<file path="src/rtl/priority_seg_scan_if.sv">
// +----------------------------------------------------------------------+
// | priority_seg_scan_if : request/capture and display bus for the scan  |
// | Rev 1.0                                                              |
// +----------------------------------------------------------------------+
`default_nettype none

interface priority_seg_scan_if #(
    parameter int IN_W   = 8,
    parameter int DIGITS = 4
);
    logic [IN_W-1:0]   a;
    logic              load;
    logic              clr;
    logic [3:0]        code;
    logic [7:0]        seg;
    logic [DIGITS-1:0] en;

    modport master (
        output a, load, clr,
        input  code, seg, en
    );

    modport slave (
        input  a, load, clr,
        output code, seg, en
    );
endinterface

`default_nettype wire

</file>
<file path="src/rtl/priority_seg_scan.sv">
// +----------------------------------------------------------------------+
// | priority_seg_scan : priority encoder feeding a multiplexed 7-segment |
// | history display. Rev 1.0                                             |
// +----------------------------------------------------------------------+
`default_nettype none

module priority_seg_scan #(
    parameter int IN_W     = 8,
    parameter int DIGITS   = 4,
    parameter int SCAN_DIV = 50000
) (
    input  wire                   clk,
    input  wire                   rst,
    priority_seg_scan_if.slave    bus
);
    localparam int c_PC_W  = (SCAN_DIV > 1) ? $clog2(SCAN_DIV) : 1;
    localparam int c_IDX_W = (DIGITS > 1) ? $clog2(DIGITS) : 1;

    logic [c_PC_W-1:0]  r_pc;
    logic [c_IDX_W-1:0] r_idx;
    logic [3:0]         r_slot [DIGITS];
    logic [DIGITS-1:0]  r_vld;
    logic [3:0]         r_code;
    logic [7:0]         r_seg;
    logic [DIGITS-1:0]  r_en;

    logic [3:0]         w_code;
    logic [7:0]         w_seg;

    function automatic logic [7:0] font(input logic [3:0] c);
        case (c)
            4'h0: font = 8'h03;
            4'h1: font = 8'h9F;
            4'h2: font = 8'h25;
            4'h3: font = 8'h0D;
            4'h4: font = 8'h99;
            4'h5: font = 8'h49;
            4'h6: font = 8'h41;
            4'h7: font = 8'h1F;
            4'h8: font = 8'h01;
            4'h9: font = 8'h19;
            4'hA: font = 8'h11;
            4'hB: font = 8'hC1;
            4'hC: font = 8'h63;
            4'hD: font = 8'h85;
            4'hE: font = 8'h61;
            default: font = 8'h71;
        endcase
    endfunction

    // Ascending scan so the highest set line wins.
    always_comb begin
        w_code = 4'd0;
        for (int i = 0; i < IN_W; i++) begin
            if (bus.a[i]) begin
                w_code = 4'(i + 1);
            end
        end
    end

    // Newest entry (digit 0) gets its decimal point lit.
    always_comb begin
        w_seg = 8'hFF;
        if (r_vld[r_idx]) begin
            w_seg = font(r_slot[r_idx]);
            if (r_idx == '0) begin
                w_seg[0] = 1'b0;
            end
        end
    end

    always_ff @(posedge clk) begin
        if (rst) begin
            r_pc   <= '0;
            r_idx  <= '0;
            r_vld  <= '0;
            r_code <= 4'd0;
            r_seg  <= 8'hFF;
            r_en   <= ~DIGITS'(1);
            for (int k = 0; k < DIGITS; k++) begin
                r_slot[k] <= 4'd0;
            end
        end else begin
            r_seg <= w_seg;
            r_en  <= ~(DIGITS'(1) << r_idx);

            if (r_pc == c_PC_W'(SCAN_DIV - 1)) begin
                r_pc <= '0;
                if (r_idx == c_IDX_W'(DIGITS - 1)) begin
                    r_idx <= '0;
                end else begin
                    r_idx <= r_idx + 1'b1;
                end
            end else begin
                r_pc <= r_pc + 1'b1;
            end

            if (bus.clr) begin
                r_vld  <= '0;
                r_code <= 4'd0;
                for (int k = 0; k < DIGITS; k++) begin
                    r_slot[k] <= 4'd0;
                end
            end else if (bus.load) begin
                r_code    <= w_code;
                r_slot[0] <= w_code;
                r_vld[0]  <= 1'b1;
                for (int k = 1; k < DIGITS; k++) begin
                    r_slot[k] <= r_slot[k-1];
                    r_vld[k]  <= r_vld[k-1];
                end
            end
        end
    end

    assign bus.code = r_code;
    assign bus.seg  = r_seg;
    assign bus.en   = r_en;
endmodule

`default_nettype wire

</file>
<file path="src/flat_wrapper.sv">
// flat-port wrapper written by rule: the top's interface ports become plain ports
module priority_seg_scan_flat 
#(
    parameter int IN_W     = 8,
    parameter int DIGITS   = 4,
    parameter int SCAN_DIV = 50000
)
  (clk, rst, bus_a, bus_load, bus_clr, bus_code, bus_seg, bus_en);
  priority_seg_scan_if #(.IN_W(IN_W), .DIGITS(DIGITS)) bus_i ();
  input  wire clk;
  input  wire rst;
  input wire logic [$bits(bus_i.a)-1:0] bus_a;
  input wire logic [$bits(bus_i.load)-1:0] bus_load;
  input wire logic [$bits(bus_i.clr)-1:0] bus_clr;
  output wire logic [$bits(bus_i.code)-1:0] bus_code;
  output wire logic [$bits(bus_i.seg)-1:0] bus_seg;
  output wire logic [$bits(bus_i.en)-1:0] bus_en;
  assign bus_i.a = bus_a;
  assign bus_i.load = bus_load;
  assign bus_i.clr = bus_clr;
  assign bus_code = bus_i.code;
  assign bus_seg = bus_i.seg;
  assign bus_en = bus_i.en;
  priority_seg_scan #(.IN_W(IN_W), .DIGITS(DIGITS), .SCAN_DIV(SCAN_DIV)) u_core (.clk(clk), .rst(rst), .bus(bus_i));
endmodule
</file>
<file path="config.mk">
export PLATFORM = sky130hd
export DESIGN_NAME = priority_seg_scan_flat
export DESIGN_NICKNAME = d
export VERILOG_FILES = /design/src/rtl/priority_seg_scan_if.sv /design/src/rtl/priority_seg_scan.sv /design/src/flat_wrapper.sv
export SDC_FILE = /design/constraint.sdc
export NUM_CORES = 1
export LEC_CHECK = 0
export ABC_AREA = 1
export CAP_MARGIN = 5
export CORE_MARGIN = 1
export CORE_UTILIZATION = 56
export DETAILED_ROUTE_END_ITERATION = 16
export HOLD_SLACK_MARGIN = 0.05
export MAX_ROUTING_LAYER = met4
export PLACE_DENSITY = 0.88
export SYNTH_ARGS = -nofsm -noshare
export SYNTH_HDL_FRONTEND = slang
export SYNTH_SLANG_ARGS = --single-unit
</file>
<file path="constraint.sdc">
create_clock -name clk -period 1.9 [get_ports clk]
set_clock_uncertainty 0.05 [all_clocks]
set_input_delay 0.475 -clock clk [delete_from_list [all_inputs] [get_ports clk]]
set_output_delay 0.475 -clock clk [all_outputs]
set_load 0.05 [all_outputs]
</file>
* Word level (Yosys, flattened, before mapping)
Memories as Yosys holds them, arrays and structs flattened. A register that Yosys moved wholly into a read port is not among the register bits.
Cells that the tools add are included.
** Word-level totals
- Output and inout bits :: 16
- Register bits :: 38
- Input port bits :: 12
- Bits in writable memories :: 16
- Logic and storage cells :: 59
- ROM bits :: 112
- Memories :: 2
** Memories
- (no name shown) :: words 16, width 7, read ports 1, clocked after Yosys merged registers in 1, wr ports 0, RTL line priority_seg_scan.sv:31 : case (c)
- u_core.r_slot :: words 4, width 4, read ports 4, clocked after Yosys merged registers in 1, wr ports 4, RTL line priority_seg_scan.sv:21 : logic [3:0] r_slot [DIGITS];
** Operators by class
- $add $sub $neg :: 2
- Shift operators :: 1
- Mux-type cells :: 31
- Order comparisons :: 1
- Reduce and logical (&&, ||, !) cells :: 4
- Bitwise gates (word level) :: 10
- Equal/unequal tests :: 2
** Operator list (count)
- $mux 4 :: 9
- $add 16x1->16 const B :: 1
- $eq 16x16->1 const B :: 1
- $mux 1 :: 12
- $mux 3 :: 4
- $mux 2 :: 5
- $or 1x1->1 :: 8
- $reduce_or 2->1 :: 3
- $not 4->4 :: 1
- $shl 1x2->4 const A :: 1
- $lt 2x3->1 const B :: 1
- $add 2x1->2 const B :: 1
- $bmux 1 s2 :: 1
- $eq 2x2->1 const B :: 1
- $logic_not 2->1 :: 1
- $not 1->1 :: 1

* Longest topological paths before layout
- Depth after elaboration :: 9
- Depth in mapped cells :: 11
- Mapped depth without buffers :: 10

* Worst setup path after synthesis
OpenSTA, ideal clock, no wires.
- Path type :: flip-flop to flip-flop
- Start :: register (tool-made name)
- End :: register u_core.r_seg[7], in the netlist u_core.bus.seg[7]
- Library setup time :: 0.118 ns
- Data required time :: 1.732 ns
- Path buffers :: 1
- Arrival time :: 1.325 ns
- Cell stages (with the launch flop) :: 12
- Slack :: 0.408 ns
- Cell sequence :: dfxtp_1 buf_4 inv_4 nand2_1 nand3_1 nand2_1 inv_1 ha_1 nand3_1 nand3_1 nand2_1 nand2_1
** RTL lines
- end, declared :: RTL line priority_seg_scan.sv:24 : logic [7:0] r_seg;

==> results.py <==
metrics = {
    "outcome": {
        "status": "finished clean",
    },
    "die": {
        "ioPinCount": 28,
        "placeableCoreArea_sq_um": 4504,
        "dieArea_sq_um": 5135,
        "initial_core_util_pct": 60.33,
        "row_count": 24,
        "die_x_um": 71.66,
        "fp.dieH_um": 71.66,
    },
    "placement": {
        "hpwlAfterDp_um": 3791,
        "io_buffers": 27,
        "placedInstanceArea_sq_um": 3044,
        "place_congestion": 0.9202,
    },
    "yosys": {
        "netlist_instances": 352,
        "synth_cell_types": 31,
        "synth_area_sq_um": 2718,
        "synth_edf_count": 12,
        "yosysWarningCount": 0,
        "synth_nets": 375,
        "ys.flop_type": "dfxtp_1",
        "avgSynthCellArea_sq_um": 7.720,
        "yosysSeqAreaShare_pct": 45.67,
        "synth_seq_cells": 56,
        "synthArstFlopShare_pct": 0,
    },
    "timing": {
        "whs_ns": 0.4132,
        "rsz0062_at_grt": "no",
        "fin_crit_ns": 1.671,
        "maxSlewHeadroom_pct": 78.84,
        "max_freq_mhz": 598.4,
        "worst_slew_pin_slew_ns": 0.3146,
        "finalHoldViolations": 0,
        "fin_tns_setup_ns": 0,
        "period_share_pct": 87.95,
        "slew_violations": 0,
        "setup_violations": 0,
    },
    "critical_path": {
        "r2r_slack_ns": 0.23,
        "path_class": "reg2reg",
        "arrival_ns": 1.84,
        "max_stage_delay_ns": 0.44,
        "r2r-end": "u_core.bus.seg[4]",
        "crit_chain": "inv_4 > nand2_1 > nand3_1 > nand2_1 > inv_1 > ha_1 > nand3_1 > nand3_1 > nand2_1 > nand2_1",
        "cp_slowest_cell": "dfxtp_2",
        "path_max_fanout": 9,
        "cpMostUsedCell": "nand2_1",
        "crit_path_end_kind": "flip-flop",
        "startpoint_type": "flip-flop",
        "r2r.worst_path.cells": 10,
        "cp.required_ns": 2.07,
    },
    "final_layout": {
        "fill_cells": 365,
        "design_area_sq_um": 3136,
        "final_cell_mix": "90 x nand2_1, 47 x inv_1, 43 x dfxtp_1",
        "multi_input_area_sq_um": 1249,
        "regArea_sq_um": 1242,
        "nets": 412,
        "drive_gt1_share_pct": 15.38,
        "final_common_cell": "nand2_1",
        "num_antenna_cells": 0,
        "utilization_pct": 69.61,
        "syn2layout_area_growth_pct": 15.38,
    },
    "routing": {
        "dr.pass1.iters": 6,
        "wl_met2_um": 2318,
        "wl_um": 5006,
        "wl_met3_um": 289,
        "antenna_left": 0,
        "wl_met1_um": 2307,
        "drc_errors": 0,
        "drt_iter0_markers": 159,
        "vias_per_cell": 5.240,
        "dr.max_layer_used": "met4",
        "wl_per_cell_um": 11.33,
        "num_vias": 2316,
    },
    "power": {
        "power.net_switching_uw": 557.6,
        "switching_share_pct": 25.95,
        "leakage_uw": 0.001292,
        "seq_power_share_pct": 58.6,
        "power_frac_comb_pct": 10.2,
        "power_uw": 2149,
        "power_frac_clock_pct": 31.2,
        "pwr_density_cell_nw_per_um2": 685.3,
        "internal_power_uw": 1591,
        "peakVddDrop_mv": 0.4289,
    },
    "grt": {
        "first_global_vias": 2021,
        "grtUsageTotal_pct": 21.82,
        "overflow": 0,
        "antenna_found_initial": 0,
        "grt_first_pass_wirelength_um": 8535,
        "grt_max_degree": 19,
    },
    "clock_network": {
        "clk_pin_slew_ns": 0.10,
        "cts_hold_buf": 0,
        "cts_made_buffers": 5,
        "clockRootBuffer": "clkbuf_8",
        "clk_latency_ns": 0.32,
        "htreeDepth": 2,
        "cts_buffer_depth": 2,
        "cts_sinks": 56,
        "cts_tree": "built",
    },
    "run": {
        "maxCapViolations": 0,
    },
    "worst_hold_path": {
        "whs_endpoint": "u_core.bus.code[0]",
        "worstHoldPathCells": 2,
        "min_from": "u_core.bus.code[0]",
        "worst_hold_path_type": "reg2reg",
    },
}
repair_timing:
item	in CTS	in global routing
resized for setup	0	1
buffers inserted	0	0
endpoints found under the setup margin	0	4
power groups by stage:
stage	combinational (uW)	clock, uW	sequential [uW]
3_5_place_dp	219	0	1290
5_1_grt	242	708	1260
4_1_cts	220	680	1260
2_1_floorplan	115	0	1310
3_3_place_gp	214	0	1290
6_report	220	670	1260
stage by stage:
step / setup slack, ns / std cells
3_5_place_dp: -0.03393 / 434
5_1_grt: 0.06335 / 442
2_1_floorplan: 0.4076 / 352
6_report: 0.2290 / 442
4_1_cts: 0.1082 / 442
3_3_place_gp: 0.02382 / 434
Yosys cell counts (2+ instances only):
master / instances / area, sq um
edfxtp_1: 12 / 360.4
nor2_2: 9 / 56.30
xnor2_1: 2 / 17.52
nand2_2: 4 / 25.02
nand3_2: 4 / 40.04
nand2_4: 2 / 22.52
o21ai_0: 6 / 30.03
inv_1: 47 / 176.4
nor3_1: 3 / 15.01
nand4_1: 6 / 37.54
nor2_1: 38 / 142.6
dfxtp_1: 44 / 880.8
xor2_1: 2 / 17.52
ha_1: 11 / 137.6
nor2_4: 2 / 22.52
buf_2: 2 / 10.01
o211ai_1: 2 / 15.01
a21oi_1: 9 / 45.04
nand2_1: 90 / 337.8
o22ai_1: 3 / 18.77
a21oi_2: 4 / 35.03
nand3_1: 41 / 205.2
flip-flops by register name, indices dropped and copies added (netlist names), named ones only:
register,flops
u_core.bus.seg,8
u_core.r_vld,4
u_core.bus.en,4
u_core.r_idx,2
u_core.bus.code,4
u_core.r_pc,16
u_core.r_slot,16
logic make-up after synthesis:
family / share of synthesized area [%]
buffers and inverters: 8.379
adders and majority gates: 5.064
xor gates and xnor gates: 1.289
AOI/OAI and AO/OA: 5.571
DFF: 45.67
and+or+nand+nor: 34.02
metal layers:
layer / vias to the layer above / track usage [%]
li1: 1193 / -
met1: 1038 / 26.26
met2: 77 / 35.85
met3: 8 / 4.641
met4: 0 / 8.497
met5: - / -
critical path: cells and delay by family, from the launching register on:
family,cells,cell delay (ns)
simple gates,7,0.63
buf+inv,2,0.19
flops,1,0.44
fa+ha+maj,1,0.23
cell type report:
cell class | instances | area share, %
Tap cell | 52 | 2.075
Clock buffer | 5 | 2.195
Multi-Input combinational cell | 242 | 39.82
Clock inverter | 3 | 0.6784
Sequential cell | 56 | 39.62
Inverter | 49 | 5.946
Timing Repair Buffer | 35 | 9.657
worst max path at each step:
stage / slack [ns] / start / cells past startpoint / endpoint
2_1_floorplan: 0.41 / flip-flop / 11 / u_core.bus.seg[7]
3_3_place_gp: 0.02 / rst / 5 / u_core.r_slot[3][1]
3_5_place_dp: -0.03 / rst / 5 / u_core.r_slot[3][1]
4_1_cts: 0.11 / flip-flop / 10 / u_core.bus.seg[4]
5_1_grt: 0.06 / flip-flop / 10 / u_core.bus.seg[4]
6_report: 0.23 / flip-flop / 10 / u_core.bus.seg[4]
Note: power is estimated with default switching activity, not from simulation.
